--- src/rtl/multicycle_control_unit_pkg.sv ---
// ---------------------------------------------------------------------------
// multicycle_control_unit_pkg: state, opcode and control-field encodings
// shared by the multicycle control unit and its output decoder. Rev 1.0
// ---------------------------------------------------------------------------
`default_nettype none

package multicycle_control_unit_pkg;

  localparam int MCU_STATE_W = 3;

  typedef enum logic [MCU_STATE_W-1:0] {
    ST_IF   = 3'd0,
    ST_ID   = 3'd1,
    ST_EX   = 3'd2,
    ST_MEM  = 3'd3,
    ST_WB   = 3'd4,
    ST_HALT = 3'd5
  } state_t;

  // RV32I major opcodes (IR[6:0])
  localparam logic [6:0] OP_LOAD   = 7'b0000011;
  localparam logic [6:0] OP_IMM    = 7'b0010011;
  localparam logic [6:0] OP_AUIPC  = 7'b0010111;
  localparam logic [6:0] OP_STORE  = 7'b0100011;
  localparam logic [6:0] OP_REG    = 7'b0110011;
  localparam logic [6:0] OP_LUI    = 7'b0110111;
  localparam logic [6:0] OP_BRANCH = 7'b1100011;
  localparam logic [6:0] OP_JALR   = 7'b1100111;
  localparam logic [6:0] OP_JAL    = 7'b1101111;
  localparam logic [6:0] OP_SYSTEM = 7'b1110011;

  localparam logic [1:0] PC_SRC_PC4    = 2'd0;
  localparam logic [1:0] PC_SRC_ALUOUT = 2'd1;
  localparam logic [1:0] PC_SRC_ALU    = 2'd2;

  localparam logic [1:0] WB_ALUOUT = 2'd0;
  localparam logic [1:0] WB_MDR    = 2'd1;
  localparam logic [1:0] WB_PC4    = 2'd2;

  localparam logic [1:0] A_PC   = 2'd0;
  localparam logic [1:0] A_RS1  = 2'd1;
  localparam logic [1:0] A_ZERO = 2'd2;

  localparam logic [1:0] B_RS2  = 2'd0;
  localparam logic [1:0] B_IMM  = 2'd1;
  localparam logic [1:0] B_FOUR = 2'd2;

  localparam logic [1:0] ALU_ADD   = 2'd0;
  localparam logic [1:0] ALU_BR    = 2'd1;
  localparam logic [1:0] ALU_FUNCT = 2'd2;

  typedef struct packed {
    logic       pc_write;
    logic [1:0] pc_source;
    logic       i_or_d;
    logic       mem_read;
    logic       mem_write;
    logic       ir_write;
    logic       reg_write;
    logic [1:0] wb_sel;
    logic [1:0] alu_src_a;
    logic [1:0] alu_src_b;
    logic [1:0] alu_op;
    logic       instr_done;
    logic       is_halted;
  } ctrl_t;

  // Opcodes that proceed from ID into EX; everything else except SYSTEM retires as a NOP.
  function automatic logic needs_ex(input logic [6:0] op);
    case (op)
      OP_LOAD, OP_IMM, OP_AUIPC, OP_STORE, OP_REG,
      OP_LUI, OP_BRANCH, OP_JALR, OP_JAL: needs_ex = 1'b1;
      default:                           needs_ex = 1'b0;
    endcase
  endfunction

endpackage

`default_nettype wire

--- src/rtl/mcu_output_decoder.sv ---
// ---------------------------------------------------------------------------
// mcu_output_decoder: combinational map from FSM state and IR opcode to the
// datapath control word. Rev 1.0
// ---------------------------------------------------------------------------
`default_nettype none

module mcu_output_decoder
  import multicycle_control_unit_pkg::*;
(
  input  state_t     state,
  input  logic [6:0] opcode,
  input  logic       bcond,
  input  logic       halt_cond,
  input  logic       mem_ready,
  output ctrl_t      ctrl
);

  always_comb begin
    ctrl = '0;
    case (state)
      ST_IF: begin
        ctrl.mem_read = 1'b1;
        ctrl.ir_write = mem_ready;
      end
      ST_ID: begin
        ctrl.alu_src_a = A_PC;
        ctrl.alu_src_b = B_IMM;
        ctrl.alu_op    = ALU_ADD;
        if (opcode == OP_SYSTEM) begin
          ctrl.pc_write = !halt_cond;
        end else if (!needs_ex(opcode)) begin
          ctrl.pc_write = 1'b1;
        end
      end
      ST_EX: begin
        case (opcode)
          OP_REG: begin
            ctrl.alu_src_a = A_RS1;
            ctrl.alu_src_b = B_RS2;
            ctrl.alu_op    = ALU_FUNCT;
          end
          OP_IMM: begin
            ctrl.alu_src_a = A_RS1;
            ctrl.alu_src_b = B_IMM;
            ctrl.alu_op    = ALU_FUNCT;
          end
          OP_LOAD, OP_STORE: begin
            ctrl.alu_src_a = A_RS1;
            ctrl.alu_src_b = B_IMM;
            ctrl.alu_op    = ALU_ADD;
          end
          OP_LUI: begin
            ctrl.alu_src_a = A_ZERO;
            ctrl.alu_src_b = B_IMM;
          end
          OP_AUIPC: begin
            ctrl.alu_src_a = A_PC;
            ctrl.alu_src_b = B_IMM;
          end
          OP_BRANCH: begin
            ctrl.alu_src_a = A_RS1;
            ctrl.alu_src_b = B_RS2;
            ctrl.alu_op    = ALU_BR;
            ctrl.pc_write  = 1'b1;
            ctrl.pc_source = bcond ? PC_SRC_ALUOUT : PC_SRC_PC4;
          end
          OP_JAL: begin
            ctrl.reg_write = 1'b1;
            ctrl.wb_sel    = WB_PC4;
            ctrl.pc_write  = 1'b1;
            ctrl.pc_source = PC_SRC_ALUOUT;
          end
          OP_JALR: begin
            ctrl.alu_src_a = A_RS1;
            ctrl.alu_src_b = B_IMM;
            ctrl.alu_op    = ALU_ADD;
            ctrl.reg_write = 1'b1;
            ctrl.wb_sel    = WB_PC4;
            ctrl.pc_write  = 1'b1;
            ctrl.pc_source = PC_SRC_ALU;
          end
          default: ;
        endcase
      end
      ST_MEM: begin
        ctrl.i_or_d = 1'b1;
        if (opcode == OP_LOAD) begin
          ctrl.mem_read = 1'b1;
        end else if (opcode == OP_STORE) begin
          ctrl.mem_write = 1'b1;
          ctrl.pc_write  = mem_ready;
        end
      end
      ST_WB: begin
        ctrl.reg_write = 1'b1;
        ctrl.wb_sel    = (opcode == OP_LOAD) ? WB_MDR : WB_ALUOUT;
        ctrl.pc_write  = 1'b1;
      end
      ST_HALT: begin
        ctrl.is_halted = 1'b1;
      end
      default: ;
    endcase
    // Every PC update retires the current instruction.
    ctrl.instr_done = ctrl.pc_write;
  end

endmodule

`default_nettype wire

--- src/rtl/multicycle_control_unit.sv ---
// ---------------------------------------------------------------------------
// multicycle_control_unit: RV32I multi-cycle sequencing FSM with memory wait
// counter and timeout diagnostic. Rev 1.0
// ---------------------------------------------------------------------------
`default_nettype none

module multicycle_control_unit
  import multicycle_control_unit_pkg::*;
#(
  parameter int STATE_W  = 3,
  parameter int MAX_WAIT = 255
) (
  input  logic       clk,
  input  logic       reset,
  input  logic [6:0] opcode,
  input  logic       bcond,
  input  logic       halt_cond,
  input  logic       mem_ready,
  output logic       pc_write,
  output logic [1:0] pc_source,
  output logic       i_or_d,
  output logic       mem_read,
  output logic       mem_write,
  output logic       ir_write,
  output logic       reg_write,
  output logic [1:0] wb_sel,
  output logic [1:0] alu_src_a,
  output logic [1:0] alu_src_b,
  output logic [1:0] alu_op,
  output logic       instr_done,
  output logic       is_halted,
  output logic       err_timeout
);

  localparam logic [7:0] MAX_WAIT_C = 8'(MAX_WAIT);

  logic [STATE_W-1:0] state_q;
  state_t             state;
  state_t             state_d;
  logic [7:0]         wait_cnt;
  logic               timeout_seen;
  logic               waiting;
  logic               timeout_hit;
  ctrl_t              dec_ctrl;
  ctrl_t              ctrl;

  assign state = state_t'(state_q);

  always_ff @(posedge clk) begin
    if (reset) begin
      state_q <= STATE_W'(ST_IF);
    end else begin
      state_q <= STATE_W'(state_d);
    end
  end

  always_comb begin
    state_d = state;
    case (state)
      ST_IF:   if (mem_ready) state_d = ST_ID;
      ST_ID: begin
        if (opcode == OP_SYSTEM) begin
          state_d = halt_cond ? ST_HALT : ST_IF;
        end else if (needs_ex(opcode)) begin
          state_d = ST_EX;
        end else begin
          state_d = ST_IF;
        end
      end
      ST_EX: begin
        case (opcode)
          OP_LOAD, OP_STORE:          state_d = ST_MEM;
          OP_BRANCH, OP_JAL, OP_JALR: state_d = ST_IF;
          default:                    state_d = ST_WB;
        endcase
      end
      ST_MEM:  if (mem_ready) state_d = (opcode == OP_LOAD) ? ST_WB : ST_IF;
      ST_WB:   state_d = ST_IF;
      ST_HALT: state_d = ST_HALT;
      default: state_d = ST_IF;
    endcase
  end

  // Counter is zero on entry to IF/MEM because it clears in every non-waiting cycle.
  assign waiting     = ((state == ST_IF) || (state == ST_MEM)) && !mem_ready;
  assign timeout_hit = waiting && (wait_cnt == MAX_WAIT_C) && !timeout_seen;

  always_ff @(posedge clk) begin
    if (reset || !waiting) begin
      wait_cnt     <= '0;
      timeout_seen <= 1'b0;
    end else begin
      if (wait_cnt != MAX_WAIT_C) wait_cnt <= wait_cnt + 8'd1;
      if (wait_cnt == MAX_WAIT_C) timeout_seen <= 1'b1;
    end
  end

  mcu_output_decoder u_decoder (
    .state     (state),
    .opcode    (opcode),
    .bcond     (bcond),
    .halt_cond (halt_cond),
    .mem_ready (mem_ready),
    .ctrl      (dec_ctrl)
  );

  assign ctrl        = reset ? '0 : dec_ctrl;
  assign err_timeout = !reset && timeout_hit;

  assign pc_write   = ctrl.pc_write;
  assign pc_source  = ctrl.pc_source;
  assign i_or_d     = ctrl.i_or_d;
  assign mem_read   = ctrl.mem_read;
  assign mem_write  = ctrl.mem_write;
  assign ir_write   = ctrl.ir_write;
  assign reg_write  = ctrl.reg_write;
  assign wb_sel     = ctrl.wb_sel;
  assign alu_src_a  = ctrl.alu_src_a;
  assign alu_src_b  = ctrl.alu_src_b;
  assign alu_op     = ctrl.alu_op;
  assign instr_done = ctrl.instr_done;
  assign is_halted  = ctrl.is_halted;

endmodule

`default_nettype wire

--- config.mk ---
export PLATFORM = sky130hd
export DESIGN_NAME = multicycle_control_unit
export DESIGN_NICKNAME = d
export VERILOG_FILES = /design/src/rtl/multicycle_control_unit_pkg.sv /design/src/rtl/mcu_output_decoder.sv /design/src/rtl/multicycle_control_unit.sv
export SDC_FILE = /design/constraint.sdc
export NUM_CORES = 1
export LEC_CHECK = 0
export ABC_CLOCK_PERIOD_IN_PS = 2500
export BUFFER_PORTS_ARGS = -buffer_cell sky130_fd_sc_hd__buf_2
export CAP_MARGIN = 10
export CORE_ASPECT_RATIO = 0.6
export CORE_MARGIN = 2
export CORE_UTILIZATION = 53
export DETAILED_ROUTE_END_ITERATION = 10
export PLACE_DENSITY = 0.8
export SYNTH_ARGS = -nofsm -noshare
export SYNTH_HDL_FRONTEND = slang
export SYNTH_HIERARCHICAL = 1
export SYNTH_SLANG_ARGS = --single-unit
--- constraint.sdc ---
create_clock -name clk -period 2.5 [get_ports clk]
set_clock_uncertainty 0.15 [all_clocks]
set_input_delay 0.625 -clock clk [delete_from_list [all_inputs] [get_ports clk]]
set_output_delay 0.625 -clock clk [all_outputs]
set_load 0.005 [all_outputs]
==> qor.yml <==
outcome: "finished with violations"
violations: "setup timing"
drv_slew: 0
gp_congestion: 0.874
port_buffers: 29
path_clk_slew_ps: 60
syn_area_per_cell_um2: 7.47
max_cap_viol_count: 0
max_freq_ghz: 0.362
synth_area_um2: 1240
final_common_cell: "buf_4"
antenna_left: 0
htree_num_levels: 1
hold_viol_final: 0
initialDrtViolationCount: 266
grt_pass1_vias: 1458
cp-end-kind: "primary output"
r2r_setup_slack_ps: 580
r2r_end: "wait_cnt[6]"
clk_latency_ps: 250
fin_nets: 238
grt.total_usage_pct: 33.6
min_path_cells: 2
setup_ws_ps: -264
yosys.area_share.xor_xnor_pct: 0.706
hold_class: "flip-flop to flip-flop"
worstMarginPinSlew_ps: 499
yosys.area_share.simple_pct: 50.7
crit_required_ps: 1730
wl_um: 5540
die_area_um2: 2760
synthMuxAreaShare_pct: 0.807
cp.arrival_ps: 1990
cp_slowest_stage_delay_ps: 320
syn_nets: 179
pin_count: 31
drive_above_1_share_pct: 43.8
synth_edf_count: 0
dr_total_vias: 1763
start_kind: "primary input"
postPlaceCellArea_um2: 1560
finalSetupViolCount: 12
hpwl_um: 3140
leakagePower_nw: 0.752
yosys_warnings: 6
peakVddDrop_v: 0.000212
reg2reg_from: "state[0]"
hold_path.startpoint: "timeout_seen"
crit_chain: "buf_6, buf_4, nor2b_2, nor2_1, a31oi_1, a211o_1, nor2b_1, buf_2"
multiInputGateArea_um2: 1010
design.core.area_um2: 2200
path_class: "primary input to primary output"
grt_max_degree: 21
grt_overflow: 0
synth_top_family_by_area: "simple AND/OR/NAND/NOR gates"
area_growth_pct: 48.7
synth_compound_area_share_pct: 20.2
cts_made_buffers: 3
dp.cells: 242
postLayoutCoreUtil_pct: 84.0
grt_pass1_wl_um: 7110
diodes: 0
drc: 0
syn_inst: 166
p_per_area_nw_per_um2: 315
cts.sinks: 12
final_area_um2: 1840
ys_seq_area_share_pct: 19.4
dr.pass1.iters: 5
synth_ff_type: "dfxtp_1"
finalNonFillerCells: 254
tritoncts: "yes"
min_period_ps: 2760
holdPathEnd: "timeout_seen"
die_w_um: 66.4
cts_max_path_buffers: 2
initial_core_util_pct: 56.5
row_count: 13
wl_per_cell_um: 21.8
r2r_cells: 6
final_cell_mix: "30 x buf_4, 22 x nor2b_1, 22 x buf_2"
synth-async-reset-ratio_pct: 0
die_y_um: 41.5
netlist-cell-type-count: 60
place_ws_ps: -237
slew_headroom_pct: 65.9
rsz0062_at_grt: "true"
yosys_register_bits: 12
ctsHoldBuffers: 0
routed_via_density: 6.94
fill_cells: 127
setup-tns-final_ps: -1380
regArea_um2: 245
period_share_pct: 111
antenna_found_initial: 0
synthAdderAreaFrac_pct: 1.01
cts-root-buf: "clkbuf_8"
critPathSlowestCell: "a211o_1"
cp_max_fo: 4
-- state kept, by name (all words and copies together), names as in the netlist --
signal        flops
state             3
timeout_seen      1
wait_cnt          8
-- stage by stage --
step	hold slack [ps]	total power, mW
6_report	358	0.580
5_1_grt	383	0.593
4_1_cts	342	0.550
3_5_place_dp	331	0.322
3_3_place_gp	305	0.315
2_1_floorplan	288	0.260
-- layout make-up --
cell class / count / share of cell area, %
Sequential cell: 12 / 13.3
Clock buffer: 4 / 2.99
Timing Repair Buffer: 64 / 25.9
Inverter: 6 / 1.22
Multi-Input combinational cell: 138 / 54.5
Tap cell: 30 / 2.04
-- metal layers --
metal	wire length, um	GRT usage [%]	vias up
met3	675	7.59	69
met5	0	0	-
li1	-	-	732
met1	2030	44.8	775
met2	2340	52.2	187
met4	496	13.9	0
-- repair_timing --
action,in CTS,in global routing
endpoints found under the setup margin,11,14
resized for setup,25,18
setup buffers,3,6
pin swaps,5,9
-- report_power, final --
group	leakage [nW]	internal, mW	switching (mW)
logic	0.625	0.0740	0.0846
registers	0.0983	0.194	0.00396
clock network	0.0288	0.140	0.0843
total	0.752	0.407	0.173
-- critical path, delay by kind of cell --
family,cells,cell delay (ps)
compound gates,2,470
buf+inv,3,390
simple gates,3,500
-- worst max path at each step --
stage,from,to,slack [ps],cells past startpoint
after floorplan,opcode[4],pc_write,-20,7
after global placement,opcode[2],pc_write,-170,7
after detailed placement,opcode[2],wb_sel[0],-240,6
after CTS,opcode[2],wb_sel[0],-160,6
after global routing,opcode[3],pc_write,-290,8
final,opcode[3],instr_done,-260,8
-- cell usage after synthesis, types with 4 or more instances --
library cell / n / area [um2]
nand2_1: 14 / 52.6
nor3_1: 8 / 40.0
dfxtp_1: 12 / 240
a21oi_1: 7 / 35.0
inv_1: 6 / 22.5
nand3_1: 6 / 30.0
clkbuf_1: 4 / 15.0
nor2_1: 12 / 45.0
nor2b_1: 24 / 150
-- kinds of logic after synthesis --
group,count (synthesis)
XOR/XNOR,1
AND/OR/NAND/NOR,100
multiplexers,1
buffers and inverters,16
adder cells (fa/ha/maj),1
flip-flops,12
other,1
AO/OA/AOI/OAI,34
Power figures use the tool's default switching activity.
